**src/rtl/if_fetch_stage.sv**
```systemverilog
`default_nettype none
// ============================================================================
//  Module   : if_fetch_stage
//  Brief    : Instruction-fetch stage. Holds the PC and the IF/ID pipeline
//             register. It resolves stall, redirect and sequential fetch.
//             Optional build macro IF_FETCH_CNT_EN adds a 32-bit fetch_cnt
//             output that counts valid instructions loaded into IF/ID.
//  Revision : 1.0 - initial release
// ============================================================================
module if_fetch_stage #(
    parameter logic [31:0] RESET_PC = 32'h0000_0000
) (
    input  logic        clk,
    input  logic        rst,
    input  logic        stall,
    input  logic        redirect,
    input  logic [31:0] redirect_target,
    output logic [31:0] imem_addr,
    input  logic [31:0] imem_data,
    output logic [31:0] IF_ID_instru,
    output logic [31:0] IF_ID_PC4,
`ifdef IF_FETCH_CNT_EN
    output logic [31:0] fetch_cnt,
`endif
    output logic        IF_ID_valid
);

    // Word alignment is forced on every PC source, so imem_addr[1:0] stays 00.
    localparam logic [31:0] c_WORD_MASK        = 32'hFFFF_FFFC;
    localparam logic [31:0] c_RESET_PC_ALIGNED = RESET_PC & c_WORD_MASK;
    localparam logic [31:0] c_NOP              = 32'h0000_0000;

    logic [31:0] r_pc;
    logic [31:0] r_ifIdInstru;
    logic [31:0] r_ifIdPc4;
    logic        r_ifIdValid;

    logic [31:0] w_pcPlus4;
    logic [31:0] w_redirectPc;

    // Sequential increment wraps naturally modulo 2^32.
    assign w_pcPlus4    = r_pc + 32'd4;
    assign w_redirectPc = redirect_target & c_WORD_MASK;

    // imem_addr depends only on a register. There is no path from stall or redirect.
    assign imem_addr    = r_pc;
    assign IF_ID_instru = r_ifIdInstru;
    assign IF_ID_PC4    = r_ifIdPc4;
    assign IF_ID_valid  = r_ifIdValid;

    // PC update: reset, then stall hold, then redirect, then sequential.
    always_ff @(posedge clk) begin
        if (rst) begin
            r_pc <= c_RESET_PC_ALIGNED;
        end else if (stall) begin
            r_pc <= r_pc;
        end else if (redirect) begin
            r_pc <= w_redirectPc;
        end else begin
            r_pc <= w_pcPlus4;
        end
    end

    // IF/ID register: a redirect loads a bubble, so the taken path costs one cycle.
    always_ff @(posedge clk) begin
        if (rst) begin
            r_ifIdInstru <= c_NOP;
            r_ifIdPc4    <= 32'd0;
            r_ifIdValid  <= 1'b0;
        end else if (stall) begin
            r_ifIdInstru <= r_ifIdInstru;
            r_ifIdPc4    <= r_ifIdPc4;
            r_ifIdValid  <= r_ifIdValid;
        end else if (redirect) begin
            r_ifIdInstru <= c_NOP;
            r_ifIdPc4    <= 32'd0;
            r_ifIdValid  <= 1'b0;
        end else begin
            r_ifIdInstru <= imem_data;
            r_ifIdPc4    <= w_pcPlus4;
            r_ifIdValid  <= 1'b1;
        end
    end

`ifdef IF_FETCH_CNT_EN
    logic [31:0] r_fetchCnt;

    assign fetch_cnt = r_fetchCnt;

    // Count edges that load a real instruction. Stall and redirect edges hold the count.
    always_ff @(posedge clk) begin
        if (rst) begin
            r_fetchCnt <= 32'd0;
        end else if (!stall && !redirect) begin
            r_fetchCnt <= r_fetchCnt + 32'd1;
        end
    end
`endif

endmodule
`default_nettype wire

```
**config.mk**
```make
export PLATFORM = sky130hd
export DESIGN_NAME = if_fetch_stage
export DESIGN_NICKNAME = d
export VERILOG_FILES = /design/src/rtl/if_fetch_stage.sv
export SDC_FILE = /design/constraint.sdc
export NUM_CORES = 1
export LEC_CHECK = 0
export ABC_CLOCK_PERIOD_IN_PS = 3770
export BUFFER_PORTS_ARGS = -buffer_cell sky130_fd_sc_hd__buf_2
export CAP_MARGIN = 20
export CORE_MARGIN = 2
export CORE_UTILIZATION = 30
export CTS_CLUSTER_DIAMETER = 200
export CTS_CLUSTER_SIZE = 12
export DETAILED_ROUTE_END_ITERATION = 12
export HOLD_SLACK_MARGIN = 0.02
export PLACE_DENSITY = 0.65
export SLEW_MARGIN = 5
export SYNTH_ARGS = -nofsm -noshare
export SYNTH_HDL_FRONTEND = slang
export SYNTH_SLANG_ARGS = --single-unit
```
**constraint.sdc**
```tcl
create_clock -name clk -period 3.77 [get_ports clk]
set_input_delay 0.377 -clock clk [delete_from_list [all_inputs] [get_ports clk]]
set_output_delay 0.377 -clock clk [all_outputs]
set_load 0.005 [all_outputs]
```
==> reports/qor.yml <==
ys_async_sr_fraction_pct: 0
cts_resized: 0
num_vias: 4110
fill_cells: 1452
wl_per_cell_um: 15.95
crit_chain: "ha_1 -> nand4_1 -> nor3_4 -> nand4_1 -> or3_1 -> a31oi_1"
via_per_inst: 5.112
slew_violations: 0
placed_cells: 788
place_congestion: 0.7946
critPathMaxStageDelay_ps: 680
dieHeight_um: 122.2
final-setup-viol-count: 0
grt_max_degree: 62
maxCapViolations: 0
seq_area_frac_synth_pct: 44.92
cts_tree: "yes"
antenna_found_initial: 0
dpl.hpwl_um: 9243
layout_commonest_cell: "buf_2"
drtIter0Drc: 228
fin_cells: 804
numCtsBuffers: 9
cp_common_cell: "nand4_1"
critPathMaxFanout: 16
min_period_ps: 2666
max_freq_mhz: 375.1
syn_area_per_cell_um2: 8.727
synth_flop_cell: "dfxtp_1"
clockBufferDepth: 2
final_layout_size_suffix_gt1_share_pct: 31.89
area_delta_synth_final_pct: 29.48
fin_setup_tns_ps: 0
wirelength_um: 12830
clk_latency_ps: 350
final_cell_mix: "160 x buf_2, 94 x dfxtp_1, 43 x nor2_1"
fin_skew_ps: 10.87
core_region_area_um2: 13770
fin_crit_sh_pct: 70.72
postCtsHoldBufs: 0
critPathRequiredTime_ps: 4040
postCtsSetupRepairBufs: 0
grt_pass1_wl_um: 19360
hold_path_class: "input pin to flip-flop"
p_per_area_nw_per_um2: 407.6
core.rowCount: 43
status: "complete, no violations"
ios: 165
finalHoldViolCount: 0
start_kind: "flip-flop"
critical_path_class: "flip-flop to flip-flop"
drc: 0
ys_warn_count: 0
synth_edf_count: 0
clkSinkCount: 94
peakVddDrop_mv: 0.2329
rsz0062_at_grt: "no"
initial_core_util_pct: 30.41
antenna_cells: 0
grt_pass1_vias: 3758
ys_types: 49
cp_slowest_cell: "nor3_4"
leakagePower_uw: 0.002444
htree_num_levels: 3
grt.overflow.total: 0
cts_root_buffer: "clkbuf_16"
die-area_um2: 14920
yosysTopAreaCell: "dfxtp_1"
worst_setup_path_end_kind: "flip-flop"
postRouteAntennaNets: 0
die-width_um: 122.2
worst_pin_slew_ps: 834.1
clkTransAtPathRegs_ps: 70
nets: 688
grt_usage_pct: 16.64
syn-cell-area_um2: 4189
synth_cells: 480
firstDrtPassIters: 5
critPathArrivalTime_ps: 2930
ys_top_cells_by_area: "dfxtp_1 45%, a22o_1 6.9%, nor2_1 3.9%"
portBuffers: 160
slew_headroom_pct: 44.39
ys_ff_latch: 94
synth_top_area_share_pct: 44.92
## path summary, 6_finish.rpt
check | start | endpoint | slack [ps] | cells past startpoint
max | imem_addr[2]$_SDFFE_PP0N_ | imem_addr[30]$_SDFFE_PP0N_ | 1100 | 6
min | imem_data[19] | IF_ID_instru[19]$_SDFFE_PP0N_ | 250 | 2
max reg2reg | imem_addr[2]$_SDFFE_PP0N_ | imem_addr[30]$_SDFFE_PP0N_ | 1100 | 6
min reg2reg | IF_ID_valid$_SDFFE_PP0N_ | IF_ID_valid$_SDFFE_PP0N_ | 450 | 2
## final cells by class
type / count / area (µm²) / share of cell area, %
Tap cell: 180 / 225.2 / 4.152
Clock buffer: 14 / 284.0 / 5.236
Timing Repair Buffer: 167 / 865.8 / 15.96
Inverter: 10 / 37.54 / 0.6920
Sequential cell: 94 / 1882 / 34.69
Clock inverter: 2 / 13.76 / 0.2537
Multi-Input combinational cell: 337 / 2116 / 39.01
## per-layer routing
| layer | vias to the layer above | GRT usage, % | share of wire (%) |
|---|---|---|---|
| met2 | 131 | 27.20 | 48 |
| li1 | 1998 | - | - |
| met3 | 19 | 3.464 | 6.1 |
| met1 | 1962 | 21.04 | 43 |
| met4 | 0 | 7.543 | 2.3 |
| met5 | - | 0 | 0 |
## logic make-up after synthesis
group / synth area share (%)
buffers and inverters: 4.958
other: 0.08952
XOR/XNOR: 5.645
flip-flops: 44.92
AND/OR/NAND/NOR: 20.04
multiplexers: 0.7169
adder cells (fa/ha/maj): 0.2986
AO/OA/AOI/OAI: 23.33
## per-stage QoR
stage	total power [µW]	setup WS (ps)	util, %	hold slack, ps	instance area [µm²]
finish	2211	1104	39.38	246.3	5424
CTS	2233	1089	39.38	234.6	5424
global route	2297	907.6	39.38	238.2	5424
detailed placement	1326	1151	37.22	439.6	5126
global placement	1316	1214	37.07	429.0	5106
floorplan	1213	1837	-	438.8	4193
## synth_stat cells, drive strengths merged, types with 5 or more instances
cell type / instances
a21o: 5
nor2b: 5
dfxtp: 94
xnor2: 15
nor2: 43
a31oi: 8
o21ai: 31
buf: 8
xor2: 12
inv: 10
a22o: 33
clkbuf: 32
a22oi: 16
nand2: 41
nand4: 12
nor3: 10
nand3: 16
a21oi: 28
and3: 8
or2: 8
## flip-flops by register name, indices dropped and copies added (netlist names)
register / count
IF_ID_instru: 32
IF_ID_PC4: 31
imem_addr: 30
IF_ID_valid: 1
## where the power goes
group          switching, µW  internal (µW)  total (µW)  leakage (µW)
registers               44.6           1030        1080      0.000766
clock network            387            520         907      0.000149
logic                    121            106         227       0.00153
total                    553           1660        2210       0.00244
## worst max-delay path, delay by kind of cell, from the launching register on
kind	cells	cell delay, ps
AO/OA/AOI/OAI	1	180
AND/OR/NAND/NOR	4	1630
adder cells (fa/ha/maj)	1	300
flip-flops	1	460
Power figures use the tool's default switching activity.
